**src/rtl/data_ram_access_ctrl_if.sv**
```systemverilog
`default_nettype none
// ============================================================================
// Module      : data_ram_access_ctrl_if
// Description : Write-master, read-port and RAM-side bundle for the data RAM
//               access controller.
// Revision    : 1.0 - initial release
// ============================================================================
interface data_ram_access_ctrl_if #(
  parameter int NUM_WR = 2,
  parameter int ADDR_W = 1,
  parameter int DATA_W = 8
);
  logic [NUM_WR-1:0]        m_write;
  logic [NUM_WR*ADDR_W-1:0] m_address;
  logic [NUM_WR*DATA_W-1:0] m_writedata;
  logic [NUM_WR-1:0]        m_waitrequest;
  logic [NUM_WR-1:0]        m_grant;
  logic                     rd_read;
  logic [ADDR_W-1:0]        rd_address;
  logic [DATA_W-1:0]        rd_readdata;
  logic                     rd_readdatavalid;
  logic [ADDR_W-1:0]        ram_wr_address;
  logic [DATA_W-1:0]        ram_wr_writedata;
  logic                     ram_wr_write;
  logic                     ram_wr_waitrequest;
  logic [ADDR_W-1:0]        ram_rd_address;
  logic [DATA_W-1:0]        ram_rd_readdata;
  logic                     ready;

  modport slave (
    input  m_write, m_address, m_writedata,
    output m_waitrequest, m_grant,
    input  rd_read, rd_address,
    output rd_readdata, rd_readdatavalid,
    output ram_wr_address, ram_wr_writedata, ram_wr_write,
    input  ram_wr_waitrequest,
    output ram_rd_address,
    input  ram_rd_readdata,
    output ready
  );

  modport master (
    output m_write, m_address, m_writedata,
    input  m_waitrequest, m_grant,
    output rd_read, rd_address,
    input  rd_readdata, rd_readdatavalid,
    input  ram_wr_address, ram_wr_writedata, ram_wr_write,
    output ram_wr_waitrequest,
    input  ram_rd_address,
    output ram_rd_readdata,
    input  ready
  );
endinterface
`default_nettype wire

```
**src/rtl/data_ram_access_ctrl.sv**
```systemverilog
`default_nettype none
// ============================================================================
// Module      : data_ram_access_ctrl
// Description : Arbitrates NUM_WR write masters onto the data RAM write port
//               in bounded bursts and pipelines single-beat reads.
//               DATA_RAM_ACCESS_CTRL_RR_EN selects round-robin arbitration;
//               undefined gives fixed lowest-index priority.
// Revision    : 1.0 - initial release
// ============================================================================
module data_ram_access_ctrl #(
  parameter int NUM_WR     = 2,
  parameter int ADDR_W     = 1,
  parameter int DATA_W     = 8,
  parameter int MAX_BURST  = 4,
  parameter int RD_LATENCY = 2
) (
  input  logic                   clk,
  input  logic                   reset,
  data_ram_access_ctrl_if.slave  bus
);
  localparam int         IDX_W       = (NUM_WR > 1) ? $clog2(NUM_WR) : 1;
  localparam logic [3:0] C_MAX_BURST = 4'(MAX_BURST);

  typedef enum logic [1:0] {
    ST_INIT  = 2'd0,
    ST_IDLE  = 2'd1,
    ST_BURST = 2'd2
  } state_t;

  state_t                state_q, state_d;
  logic [NUM_WR-1:0]     grant_q, grant_d;
  logic [IDX_W-1:0]      gidx_q, gidx_d;
  logic [3:0]            cnt_q, cnt_d;
  logic [RD_LATENCY-1:0] rdpipe_q, rdpipe_d;
  logic [IDX_W-1:0]      win_idx;
  logic                  win_vld;
  logic                  ready_w;
  logic                  wr_acc;

`ifdef DATA_RAM_ACCESS_CTRL_RR_EN
  logic [IDX_W-1:0] ptr_q, ptr_d;
  logic [IDX_W-1:0] cand;

  // Walk from the farthest slot back to the pointer so the nearest request wins.
  always_comb begin
    win_idx = '0;
    win_vld = 1'b0;
    cand    = '0;
    for (int k = NUM_WR - 1; k >= 0; k--) begin
      cand = IDX_W'((int'(ptr_q) + k) % NUM_WR);
      if (bus.m_write[cand]) begin
        win_idx = cand;
        win_vld = 1'b1;
      end
    end
  end

  always_comb begin
    ptr_d = ptr_q;
    if (state_q == ST_BURST && state_d == ST_IDLE)
      ptr_d = (gidx_q == IDX_W'(NUM_WR - 1)) ? '0 : gidx_q + 1'b1;
  end

  always_ff @(posedge clk) begin
    if (reset) ptr_q <= '0;
    else       ptr_q <= ptr_d;
  end
`else
  always_comb begin
    win_idx = '0;
    win_vld = 1'b0;
    for (int k = NUM_WR - 1; k >= 0; k--) begin
      if (bus.m_write[IDX_W'(k)]) begin
        win_idx = IDX_W'(k);
        win_vld = 1'b1;
      end
    end
  end
`endif

  always_comb begin
    state_d            = state_q;
    grant_d            = grant_q;
    gidx_d             = gidx_q;
    cnt_d              = cnt_q;
    ready_w            = 1'b0;
    wr_acc             = 1'b0;
    bus.m_waitrequest  = '1;
    bus.ram_wr_write   = 1'b0;
    unique case (state_q)
      ST_INIT: begin
        if (!bus.ram_wr_waitrequest) state_d = ST_IDLE;
      end
      ST_IDLE: begin
        ready_w = 1'b1;
        if (bus.ram_wr_waitrequest) begin
          state_d = ST_INIT;
        end else if (win_vld) begin
          grant_d          = '0;
          grant_d[win_idx] = 1'b1;
          gidx_d           = win_idx;
          state_d          = ST_BURST;
        end
      end
      ST_BURST: begin
        ready_w = 1'b1;
        if (bus.ram_wr_waitrequest) begin
          state_d = ST_INIT;
          grant_d = '0;
          cnt_d   = '0;
        end else begin
          // A beat coinciding with reset is neither written nor acknowledged.
          wr_acc                    = bus.m_write[gidx_q] & ~reset;
          bus.m_waitrequest[gidx_q] = reset;
          bus.ram_wr_write          = wr_acc;
          if (wr_acc) cnt_d = cnt_q + 4'd1;
          if (!bus.m_write[gidx_q] || cnt_d == C_MAX_BURST) begin
            state_d = ST_IDLE;
            grant_d = '0;
            cnt_d   = '0;
          end
        end
      end
      default: state_d = ST_INIT;
    endcase
  end

  always_comb begin
    rdpipe_d    = '0;
    rdpipe_d[0] = bus.rd_read & ready_w;
    for (int i = 1; i < RD_LATENCY; i++) rdpipe_d[i] = rdpipe_q[i-1];
  end

  always_ff @(posedge clk) begin
    if (reset) begin
      state_q  <= ST_INIT;
      grant_q  <= '0;
      gidx_q   <= '0;
      cnt_q    <= '0;
      rdpipe_q <= '0;
    end else begin
      state_q  <= state_d;
      grant_q  <= grant_d;
      gidx_q   <= gidx_d;
      cnt_q    <= cnt_d;
      rdpipe_q <= rdpipe_d;
    end
  end

  assign bus.m_grant          = grant_q;
  assign bus.ready            = ready_w;
  assign bus.ram_wr_address   = bus.m_address[gidx_q*ADDR_W +: ADDR_W];
  assign bus.ram_wr_writedata = bus.m_writedata[gidx_q*DATA_W +: DATA_W];
  assign bus.ram_rd_address   = bus.rd_address;
  assign bus.rd_readdata      = bus.ram_rd_readdata;
  assign bus.rd_readdatavalid = rdpipe_q[RD_LATENCY-1];
endmodule
`default_nettype wire

```
**src/flat_wrapper.sv**
```systemverilog
// flat-port wrapper written by rule: the top's interface ports become plain ports
module data_ram_access_ctrl_flat 
#(
  parameter int NUM_WR     = 2,
  parameter int ADDR_W     = 1,
  parameter int DATA_W     = 8,
  parameter int MAX_BURST  = 4,
  parameter int RD_LATENCY = 2
)
  (clk, reset, bus_m_write, bus_m_address, bus_m_writedata, bus_m_waitrequest, bus_m_grant, bus_rd_read, bus_rd_address, bus_rd_readdata, bus_rd_readdatavalid, bus_ram_wr_address, bus_ram_wr_writedata, bus_ram_wr_write, bus_ram_wr_waitrequest, bus_ram_rd_address, bus_ram_rd_readdata, bus_ready);
  data_ram_access_ctrl_if #(.NUM_WR(NUM_WR), .ADDR_W(ADDR_W), .DATA_W(DATA_W)) bus_i ();
  input  logic clk;
  input  logic reset;
  input wire logic [$bits(bus_i.m_write)-1:0] bus_m_write;
  input wire logic [$bits(bus_i.m_address)-1:0] bus_m_address;
  input wire logic [$bits(bus_i.m_writedata)-1:0] bus_m_writedata;
  output wire logic [$bits(bus_i.m_waitrequest)-1:0] bus_m_waitrequest;
  output wire logic [$bits(bus_i.m_grant)-1:0] bus_m_grant;
  input wire logic [$bits(bus_i.rd_read)-1:0] bus_rd_read;
  input wire logic [$bits(bus_i.rd_address)-1:0] bus_rd_address;
  output wire logic [$bits(bus_i.rd_readdata)-1:0] bus_rd_readdata;
  output wire logic [$bits(bus_i.rd_readdatavalid)-1:0] bus_rd_readdatavalid;
  output wire logic [$bits(bus_i.ram_wr_address)-1:0] bus_ram_wr_address;
  output wire logic [$bits(bus_i.ram_wr_writedata)-1:0] bus_ram_wr_writedata;
  output wire logic [$bits(bus_i.ram_wr_write)-1:0] bus_ram_wr_write;
  input wire logic [$bits(bus_i.ram_wr_waitrequest)-1:0] bus_ram_wr_waitrequest;
  output wire logic [$bits(bus_i.ram_rd_address)-1:0] bus_ram_rd_address;
  input wire logic [$bits(bus_i.ram_rd_readdata)-1:0] bus_ram_rd_readdata;
  output wire logic [$bits(bus_i.ready)-1:0] bus_ready;
  assign bus_i.m_write = bus_m_write;
  assign bus_i.m_address = bus_m_address;
  assign bus_i.m_writedata = bus_m_writedata;
  assign bus_m_waitrequest = bus_i.m_waitrequest;
  assign bus_m_grant = bus_i.m_grant;
  assign bus_i.rd_read = bus_rd_read;
  assign bus_i.rd_address = bus_rd_address;
  assign bus_rd_readdata = bus_i.rd_readdata;
  assign bus_rd_readdatavalid = bus_i.rd_readdatavalid;
  assign bus_ram_wr_address = bus_i.ram_wr_address;
  assign bus_ram_wr_writedata = bus_i.ram_wr_writedata;
  assign bus_ram_wr_write = bus_i.ram_wr_write;
  assign bus_i.ram_wr_waitrequest = bus_ram_wr_waitrequest;
  assign bus_ram_rd_address = bus_i.ram_rd_address;
  assign bus_i.ram_rd_readdata = bus_ram_rd_readdata;
  assign bus_ready = bus_i.ready;
  data_ram_access_ctrl #(.NUM_WR(NUM_WR), .ADDR_W(ADDR_W), .DATA_W(DATA_W), .MAX_BURST(MAX_BURST), .RD_LATENCY(RD_LATENCY)) u_core (.clk(clk), .reset(reset), .bus(bus_i));
endmodule
```
**config.mk**
```make
export PLATFORM = sky130hd
export DESIGN_NAME = data_ram_access_ctrl_flat
export DESIGN_NICKNAME = d
export VERILOG_FILES = /design/src/rtl/data_ram_access_ctrl_if.sv /design/src/rtl/data_ram_access_ctrl.sv /design/src/flat_wrapper.sv
export SDC_FILE = /design/constraint.sdc
export NUM_CORES = 1
export LEC_CHECK = 0
export BUFFER_PORTS_ARGS = -buffer_cell sky130_fd_sc_hd__buf_2
export CELL_PAD_IN_SITES_DETAIL_PLACEMENT = 0
export CELL_PAD_IN_SITES_GLOBAL_PLACEMENT = 2
export CORE_MARGIN = 1.5
export CORE_UTILIZATION = 17
export DETAILED_ROUTE_END_ITERATION = 12
export GPL_ROUTABILITY_DRIVEN = 1
export HOLD_SLACK_MARGIN = 0.12
export PLACE_DENSITY = 0.83
export SETUP_SLACK_MARGIN = 0.4
export SYNTH_ARGS = -nofsm -noshare
export SYNTH_HDL_FRONTEND = slang
export SYNTH_SLANG_ARGS = --single-unit
```
**constraint.sdc**
```tcl
create_clock -name clk -period 1.9 [get_ports clk]
set_clock_uncertainty 0.2 [all_clocks]
set_input_delay 0.38 -clock clk [delete_from_list [all_inputs] [get_ports clk]]
set_output_delay 0.38 -clock clk [all_outputs]
set_load 0.1 [all_outputs]
```
==> flow_summary.html, run 1 <==
<table>
<tr><th>Metric</th><th>Value</th></tr>
<tr><th colspan="2">Run status</th></tr>
<tr><td>Outcome</td><td>finished, violations left</td></tr>
<tr><td>Failing checks</td><td>negative setup slack</td></tr>
<tr><th colspan="2">CTS</th></tr>
<tr><td>Maximum level of the CTS H-tree</td><td>1</td></tr>
<tr><td>Clock sink count</td><td>9</td></tr>
<tr><td>TritonCTS buffer count</td><td>3</td></tr>
<tr><td>Latest clock arrival within the worst-skew pair</td><td>0.23 ns</td></tr>
<tr><td>Clock-pin slew on the worst setup and hold paths</td><td>0.04 ns</td></tr>
<tr><td>TritonCTS clock tree</td><td>done</td></tr>
<tr><td>CTS Hold Buffers Added</td><td>0</td></tr>
<tr><td>Clock root buffer master</td><td>sky130_fd_sc_hd__clkbuf_8</td></tr>
<tr><td>Buffer depth of the longest clock path</td><td>2</td></tr>
<tr><th colspan="2">Timing</th></tr>
<tr><td>Final setup violation count</td><td>1</td></tr>
<tr><td>Unrepaired setup endpoints after global routing</td><td>yes</td></tr>
<tr><td>Fin. Hold Viols</td><td>0</td></tr>
<tr><td>Final-report max-slew violation count</td><td>0</td></tr>
<tr><td>Max frequency</td><td>0.523 GHz</td></tr>
<tr><td>Final Critical Period</td><td>1.91 ns</td></tr>
<tr><td>Fraction of the cycle the final worst path needs</td><td>101%</td></tr>
<tr><td>Worst setup slack after layout</td><td>-0.0115 ns</td></tr>
<tr><th colspan="2">Detailed routing</th></tr>
<tr><td>Per-cell routed wire length</td><td>10.7 um</td></tr>
<tr><td>Total DRC errors in the routed layout</td><td>0</td></tr>
<tr><td>Via count</td><td>559</td></tr>
<tr><td>Routed Wire Length</td><td>1530 um</td></tr>
<tr><td>Vias per cell</td><td>3.91</td></tr>
<tr><td>Routed Antenna Nets</td><td>0</td></tr>
<tr><td>Drt pass-1 iters</td><td>4</td></tr>
<tr><td>Iteration-0 DRC count of the detailed router</td><td>15</td></tr>
<tr><th colspan="2">Synth</th></tr>
<tr><td>Post-synthesis instance area</td><td>707 sq um</td></tr>
<tr><td>Post-Syn Nets</td><td>121</td></tr>
<tr><td>Synthesized area per cell</td><td>8.52 sq um</td></tr>
<tr><td>Count of state elements after synthesis</td><td>9</td></tr>
<tr><td>Proportion of synthesized chip area in sequential cells</td><td>25.5%</td></tr>
<tr><td>Gate Count Post-Synth</td><td>83</td></tr>
<tr><td>Distinct cell type count after synthesis</td><td>30</td></tr>
<tr><td>Number of synthesis warnings</td><td>0</td></tr>
<tr><th colspan="2">Power</th></tr>
<tr><td>Switching power summed over all nets</td><td>190 uW</td></tr>
<tr><td>Total power</td><td>607 uW</td></tr>
<tr><td>PD cells</td><td>616 mW/mm^2</td></tr>
<tr><td>Share of total power in combinational logic</td><td>31.2%</td></tr>
<tr><td>Peak VDD IR</td><td>0.359 mV</td></tr>
<tr><td>Sequential Power Share</td><td>33.1%</td></tr>
<tr><td>Leak</td><td>0.000405 uW</td></tr>
<tr><td>Clock network fraction of total power</td><td>35.7%</td></tr>
<tr><td>Internal power consumption</td><td>417 uW</td></tr>
<tr><td>Fraction of power spent switching nets</td><td>31.3%</td></tr>
<tr><th colspan="2">Global route</th></tr>
<tr><td>Gr usage total</td><td>6.59%</td></tr>
<tr><td>Initial antenna violation count</td><td>0</td></tr>
<tr><td>Vias in the first global route</td><td>530</td></tr>
<tr><td>Global-route wire length before repair</td><td>2240 um</td></tr>
<tr><td>Remaining global-route overflow</td><td>0</td></tr>
<tr><td>Pin count of the biggest net entering global routing</td><td>12</td></tr>
<tr><th colspan="2">Setup path</th></tr>
<tr><td>Crit-path max FO</td><td>2</td></tr>
<tr><td>Type of element launching the critical path</td><td>register</td></tr>
<tr><td>Arrival @ worst endpoint</td><td>1.33 ns</td></tr>
<tr><td>Minimum setup slack among reg-to-reg paths</td><td>0.06 ns</td></tr>
<tr><td>Biggest cell delay along the critical path</td><td>0.37 ns</td></tr>
<tr><td>Crit. End Element</td><td>output pin</td></tr>
<tr><td>Sequence of cells on the critical path</td><td>inv_2, ha_4, inv_4, or3_4, buf_12</td></tr>
<tr><td>Worst setup path startpoint</td><td>u_core.state_q[0]</td></tr>
<tr><td>Slowest cell on the critical path</td><td>sky130_fd_sc_hd__or3_4</td></tr>
<tr><td>CP required</td><td>1.32 ns</td></tr>
<tr><td>Critical R2R Launch</td><td>u_core.state_q[0]</td></tr>
<tr><td>Type of the worst setup path</td><td>reg2out</td></tr>
<tr><th colspan="2">Placed design</th></tr>
<tr><td>Placed Instance Area</td><td>811 sq um</td></tr>
<tr><td>Final HPWL DP</td><td>1100 um</td></tr>
<tr><td>Number of buffers inserted by port buffering</td><td>9</td></tr>
<tr><td>Placed instance count</td><td>130</td></tr>
<tr><td>Final weighted congestion of routability-driven global placement</td><td>0.736</td></tr>
<tr><th colspan="2">Floorplanning</th></tr>
<tr><td>Die area</td><td>0.00455 sq mm</td></tr>
<tr><td>Starting utilization of the core area</td><td>17.7%</td></tr>
<tr><td>Chip height</td><td>67.5 um</td></tr>
<tr><td>Number of rows in the core area</td><td>23</td></tr>
<tr><td>Number of primary I/O pins</td><td>58</td></tr>
<tr><td>Core region area</td><td>0.00400 sq mm</td></tr>
<tr><td>Width of the die</td><td>67.5 um</td></tr>
<tr><th colspan="2">Finish</th></tr>
<tr><td>Area growth from synthesis to layout</td><td>39.3%</td></tr>
<tr><td>Nets</td><td>132</td></tr>
<tr><td>Number of diodes</td><td>0</td></tr>
<tr><td>Most common cell after layout, fill and taps aside</td><td>sky130_fd_sc_hd__buf_4</td></tr>
<tr><td>Design area</td><td>985 sq um</td></tr>
<tr><td>Most frequent cells in the layout</td><td>18 x sky130_fd_sc_hd__buf_4, 10 x sky130_fd_sc_hd__nor2_1, 4 x sky130_fd_sc_hd__buf_2, 4 x sky130_fd_sc_hd__dfxtp_1</td></tr>
<tr><td>Final cell count without fillers</td><td>143</td></tr>
<tr><td>Fraction of layout cells with a size suffix above 1</td><td>55.9%</td></tr>
<tr><th colspan="2">Flow run</th></tr>
<tr><td>Count of max-cap constraint violations</td><td>0</td></tr>
<tr><th colspan="2">Hold path</th></tr>
<tr><td>Worst min-delay path category</td><td>in2reg</td></tr>
<tr><td>Hold path startpoint</td><td>bus_rd_read</td></tr>
</table>
==> flip-flops by register name, indices dropped and copies added (netlist names) <==
signal / flops
u_core.cnt_q: 4
u_core.state_q: 2
u_core.rdpipe_q: 2
u_core.bus.m_grant: 1
==> per-layer routing <==
metal  track usage, %  share of wire, %  routed length [um]
met2             10.0                48                 737
met1             7.96                43                 663
met3             4.17               8.5                 130
met5                0                 0                   0
met4             1.02                 0                   0
==> kinds of logic (layout without fill, tap and decap cells) <==
family | after synthesis | after routing | share of synthesized area, %
adder cells (fa/ha/maj) | 5 | 5 | 8.85
flip-flops | 9 | 9 | 25.5
multiplexers | 1 | 1 | 1.42
AND/OR/NAND/NOR | 26 | 26 | 20.4
buffers and inverters | 26 | 36 | 24.6
XOR/XNOR | 1 | 1 | 1.24
AO/OA/AOI/OAI | 13 | 13 | 17.0
other | 2 | 2 | 1.06
==> repair_timing <==
item,CTS,global route
pin swaps,8,5
setup buffers,7,2
resized for setup,10,4
cloned,0,0
setup endpoints to repair,11,10
==> cell type report <==
| cell class | instances | area (sq um) |
|---|---|---|
| fill | 425 | 3020 |
| multi-input combinational | 48 | 427 |
| timing repair buffer | 27 | 238 |
| sequential | 9 | 191 |
| tap | 50 | 62.6 |
| clock buffer | 4 | 45.0 |
| inverter | 5 | 21.3 |
==> cell usage after synthesis <==
cell,n,area [sq um]
sky130_fd_sc_hd__buf_4,20,150
sky130_fd_sc_hd__nor2_1,10,37.5
sky130_fd_sc_hd__dfxtp_1,9,180
sky130_fd_sc_hd__ha_1,5,62.6
sky130_fd_sc_hd__inv_1,4,15.0
sky130_fd_sc_hd__nand2_1,3,11.3
sky130_fd_sc_hd__o21ai_0,3,15.0
sky130_fd_sc_hd__a22oi_1,2,15.0
sky130_fd_sc_hd__and2_1,2,12.5
sky130_fd_sc_hd__conb_1,2,7.51
sky130_fd_sc_hd__nand3b_1,2,15.0
sky130_fd_sc_hd__nor2b_1,2,12.5
sky130_fd_sc_hd__o21ai_1,2,10.0
sky130_fd_sc_hd__a2111o_1,1,11.3
sky130_fd_sc_hd__a21oi_1,1,5.00
sky130_fd_sc_hd__a22o_2,1,10.0
sky130_fd_sc_hd__a32o_1,1,10.0
sky130_fd_sc_hd__a41oi_4,1,27.5
sky130_fd_sc_hd__buf_2,1,5.00
sky130_fd_sc_hd__inv_2,1,3.75
sky130_fd_sc_hd__mux2i_1,1,10.0
sky130_fd_sc_hd__nand2b_4,1,13.8
sky130_fd_sc_hd__nand3_1,1,5.00
sky130_fd_sc_hd__nor3_1,1,5.00
sky130_fd_sc_hd__nor3b_1,1,7.51
sky130_fd_sc_hd__o32ai_2,1,16.3
sky130_fd_sc_hd__or2_2,1,6.26
sky130_fd_sc_hd__or3_1,1,6.26
sky130_fd_sc_hd__or3_4,1,11.3
sky130_fd_sc_hd__xnor2_1,1,8.76
==> power groups by stage <==
stage / sequential (uW) / clock, uW / combinational [uW]
6_report: 201 / 216 / 189
3_5_place_dp: 206 / 0 / 161
3_3_place_gp: 205 / 0 / 158
5_1_grt: 201 / 229 / 203
4_1_cts: 200 / 224 / 183
2_1_floorplan: 223 / 0 / 274
==> per-stage QoR <==
step	setup WS, ns	hold slack, ns	util (%)	setup TNS (ns)
2_1_floorplan	-0.0355	0.214	-	-0.0355
3_3_place_gp	-0.00965	0.233	20.3	-0.00965
3_5_place_dp	-0.0169	0.229	20.3	-0.0169
4_1_cts	-0.0241	0.169	23.8	-0.0241
5_1_grt	-0.0581	0.183	24.6	-0.0780
6_report	-0.0115	0.170	24.6	-0.0115
==> path summary, 6_finish.rpt <==
path	cells after the start	endpoint
worst max-delay path	5	bus_m_waitrequest[0]
worst min-delay path	3	u_core.rdpipe_q[0]
worst max register to register	7	u_core.state_q[0]
worst min register to register	1	u_core.rdpipe_q[1]
==> critical path, delay by kind of cell (launching register included) <==
kind | cells | cell delay, ns
simple gates | 1 | 0.37
buf+inv | 3 | 0.28
fa+ha+maj | 1 | 0.14
flops | 1 | 0.31
Power figures use the tool's default switching activity.
==> run 2, diff against run 1 <==
==> constraint.sdc (replaced) <==
create_clock -name clk -period 1.9 [get_ports clk]
set_clock_uncertainty 0.2 [all_clocks]
set_input_delay 0.095 -clock clk [delete_from_list [all_inputs] [get_ports clk]]
set_output_delay 0.095 -clock clk [all_outputs]
set_load 0.1 [all_outputs]
==> run 2 against run 1 <==
Effect of this change:
- the run now ends clean
- fmax increased by 7.4%
- via count increased by 5.5%
- sequential cell count unchanged
- hold slack got worse by 0.055 ns
- utilization increased by 3.5 points
- die area unchanged
- total power increased by 27%
- non-clock buffer count increased by 9
==> flow_summary.html, run 2 (same netlist as run 1, synthesis figures left out) <==
<table>
<tr><th>Metric</th><th>Value</th></tr>
<tr><th colspan="2">Power</th></tr>
<tr><td>Leak</td><td>0.000592 uW</td></tr>
<tr><td>PD cells</td><td>686 mW/mm^2</td></tr>
<tr><td>Peak VDD IR</td><td>0.341 mV</td></tr>
<tr><th colspan="2">Global route</th></tr>
<tr><td>Initial antenna violation count</td><td>0</td></tr>
<tr><td>Vias in the first global route</td><td>514</td></tr>
<tr><td>Gr usage total</td><td>6.84%</td></tr>
<tr><td>Global-route wire length before repair</td><td>2280 um</td></tr>
<tr><td>Pin count of the biggest net entering global routing</td><td>9</td></tr>
<tr><td>Remaining global-route overflow</td><td>0</td></tr>
<tr><th colspan="2">CTS</th></tr>
<tr><td>Buffer depth of the longest clock path</td><td>2</td></tr>
<tr><td>Clock-pin slew on the worst setup and hold paths</td><td>0.05 ns</td></tr>
<tr><td>Maximum level of the CTS H-tree</td><td>1</td></tr>
<tr><td>Clock root buffer master</td><td>sky130_fd_sc_hd__clkbuf_8</td></tr>
<tr><td>Latest clock arrival within the worst-skew pair</td><td>0.23 ns</td></tr>
<tr><td>TritonCTS clock tree</td><td>done</td></tr>
<tr><td>TritonCTS buffer count</td><td>3</td></tr>
<tr><td>Clock sink count</td><td>9</td></tr>
<tr><th colspan="2">Detailed routing</th></tr>
<tr><td>Drt pass-1 iters</td><td>2</td></tr>
<tr><td>Total DRC errors in the routed layout</td><td>0</td></tr>
<tr><td>Via count</td><td>590</td></tr>
<tr><td>Iteration-0 DRC count of the detailed router</td><td>8</td></tr>
<tr><td>Per-cell routed wire length</td><td>10.5 um</td></tr>
<tr><td>Routed Wire Length</td><td>1600 um</td></tr>
<tr><td>Vias per cell</td><td>3.88</td></tr>
<tr><td>Routed Antenna Nets</td><td>0</td></tr>
<tr><th colspan="2">Setup path</th></tr>
<tr><td>Slowest cell on the critical path</td><td>sky130_fd_sc_hd__dfxtp_4</td></tr>
<tr><td>Type of the worst setup path</td><td>reg2reg</td></tr>
<tr><td>Crit. End Element</td><td>register</td></tr>
<tr><td>Arrival @ worst endpoint</td><td>1.75 ns</td></tr>
<tr><td>Crit-path max FO</td><td>8</td></tr>
<tr><td>Biggest cell delay along the critical path</td><td>0.35 ns</td></tr>
<tr><td>Sequence of cells on the critical path</td><td>ha_4, nor3b_2, a22o_2, a41oi_4, a2111o_1, nand2_1</td></tr>
<tr><td>Type of element launching the critical path</td><td>register</td></tr>
<tr><td>Minimum setup slack among reg-to-reg paths</td><td>0.12 ns</td></tr>
<tr><td>CP required</td><td>1.87 ns</td></tr>
<tr><th colspan="2">Finish</th></tr>
<tr><td>Area growth from synthesis to layout</td><td>59.1%</td></tr>
<tr><td>Most common cell after layout, fill and taps aside</td><td>sky130_fd_sc_hd__dlymetal6s4s_1</td></tr>
<tr><td>Fraction of layout cells with a size suffix above 1</td><td>35.3%</td></tr>
<tr><td>Nets</td><td>141</td></tr>
<tr><td>Number of diodes</td><td>0</td></tr>
<tr><td>Largest register FFs</td><td>4</td></tr>
<tr><td>Design area</td><td>0.00112 sq mm</td></tr>
<tr><td>Register with the most flip-flops</td><td>u_core.cnt_q</td></tr>
<tr><td>Final cell count without fillers</td><td>152</td></tr>
<tr><td>Most frequent cells in the layout</td><td>18 x sky130_fd_sc_hd__dlymetal6s4s_1, 9 x sky130_fd_sc_hd__nor2_1, 6 x sky130_fd_sc_hd__buf_2, 5 x sky130_fd_sc_hd__dlygate4sd3_1, 5 x sky130_fd_sc_hd__dfxtp_1</td></tr>
<tr><td>Registers with the most flip-flops</td><td>u_core.cnt_q: 4 flops, u_core.rdpipe_q: 2 flops, u_core.state_q: 2 flops</td></tr>
<tr><th colspan="2">Timing</th></tr>
<tr><td>Fin. Hold Viols</td><td>0</td></tr>
<tr><td>Minimum hold slack</td><td>0.115 ns</td></tr>
<tr><td>Unrepaired setup endpoints after global routing</td><td>yes</td></tr>
<tr><td>Final-layout setup total negative slack</td><td>0 ns</td></tr>
<tr><td>Slew of the pin with the lowest slew margin</td><td>0.979 ns</td></tr>
<tr><td>Final setup violation count</td><td>0</td></tr>
<tr><td>Final-report max-slew violation count</td><td>0</td></tr>
<tr><td>Fraction of the cycle the final worst path needs</td><td>93.7%</td></tr>
<tr><td>Max frequency</td><td>0.562 GHz</td></tr>
<tr><td>Final Critical Period</td><td>1.78 ns</td></tr>
<tr><td>Slew HR</td><td>35.0%</td></tr>
<tr><th colspan="2">Run status</th></tr>
<tr><td>Outcome</td><td>completed</td></tr>
<tr><th colspan="2">Floorplanning</th></tr>
<tr><td>Number of rows in the core area</td><td>23</td></tr>
<tr><td>Starting utilization of the core area</td><td>17.7%</td></tr>
<tr><td>Chip height</td><td>67.5 um</td></tr>
<tr><td>Core region area</td><td>0.00400 sq mm</td></tr>
<tr><td>Width of the die</td><td>67.5 um</td></tr>
<tr><td>Die area</td><td>0.00455 sq mm</td></tr>
<tr><td>Number of primary I/O pins</td><td>58</td></tr>
<tr><th colspan="2">Placed design</th></tr>
<tr><td>Final HPWL DP</td><td>1080 um</td></tr>
<tr><td>Number of buffers inserted by port buffering</td><td>9</td></tr>
<tr><td>Placed Instance Area</td><td>728 sq um</td></tr>
<tr><td>Final weighted congestion of routability-driven global placement</td><td>0.729</td></tr>
<tr><td>Placed instance count</td><td>122</td></tr>
<tr><th colspan="2">Hold path</th></tr>
<tr><td>Worst min-delay path category</td><td>in2reg</td></tr>
<tr><th colspan="2">Flow run</th></tr>
<tr><td>Count of max-cap constraint violations</td><td>0</td></tr>
</table>
run 2: critical path, delay by kind of cell, from the launching register on:
family,cells,cell delay (ns)
compound gates,3,0.71
flops,1,0.35
fa+ha+maj,1,0.24
simple gates,2,0.21
run 2: per-stage QoR:
stage | util (%) | setup slack (ns) | power, uW
after floorplan | - | 0.202 | 505
after global placement | 18.2 | 0.0876 | 340
after detailed placement | 18.2 | 0.0279 | 343
after CTS | 26.6 | 0.0833 | 769
after global routing | 28.1 | 0.0336 | 808
final | 28.1 | 0.119 | 772
run 2: final timing paths:
path / depth (start not counted) / from / to
hold / removal: 4 / reset / u_core.state_q[0]
hold reg to reg: 1 / u_core.rdpipe_q[0] / u_core.rdpipe_q[1]
setup reg to reg: 6 / u_core.cnt_q[1] / u_core.state_q[0]
setup / recovery: 6 / u_core.cnt_q[1] / u_core.state_q[0]
run 2: area by class of cell:
class | instances | area, sq um
Inverter | 5 | 18.8
Clock buffer | 4 | 45.0
Fill cell | 421 | 2880
Multi-Input combinational cell | 48 | 422
Sequential cell | 9 | 190
Tap cell | 50 | 62.6
Timing Repair Buffer | 36 | 387
run 2: power by group:
group / switching (uW) / internal (uW) / leakage, uW
combinational: 262 / 89.0 / 0.000494
clock: 73.7 / 146 / 0.0000228
sequential: 6.10 / 195 / 0.0000755
total: 342 / 430 / 0.000592
run 2: layer usage:
| layer | track usage, % | up-vias | wire length, um |
|---|---|---|---|
| li1 | - | 295 | - |
| met1 | 8.15 | 268 | 711 |
| met2 | 11.0 | 27 | 768 |
| met3 | 2.83 | 0 | 119 |
| met4 | 2.30 | 0 | 0 |
| met5 | 0 | - | 0 |
run 2: what timing repair did:
item / in CTS / in global routing
hold buffers: 23 / 0
endpoints found under the setup margin: 9 / 28
pin swaps: 3 / 1
endpoints found under the hold margin: 22 / 0
setup buffers: 2 / 1
resized for setup: 13 / 21
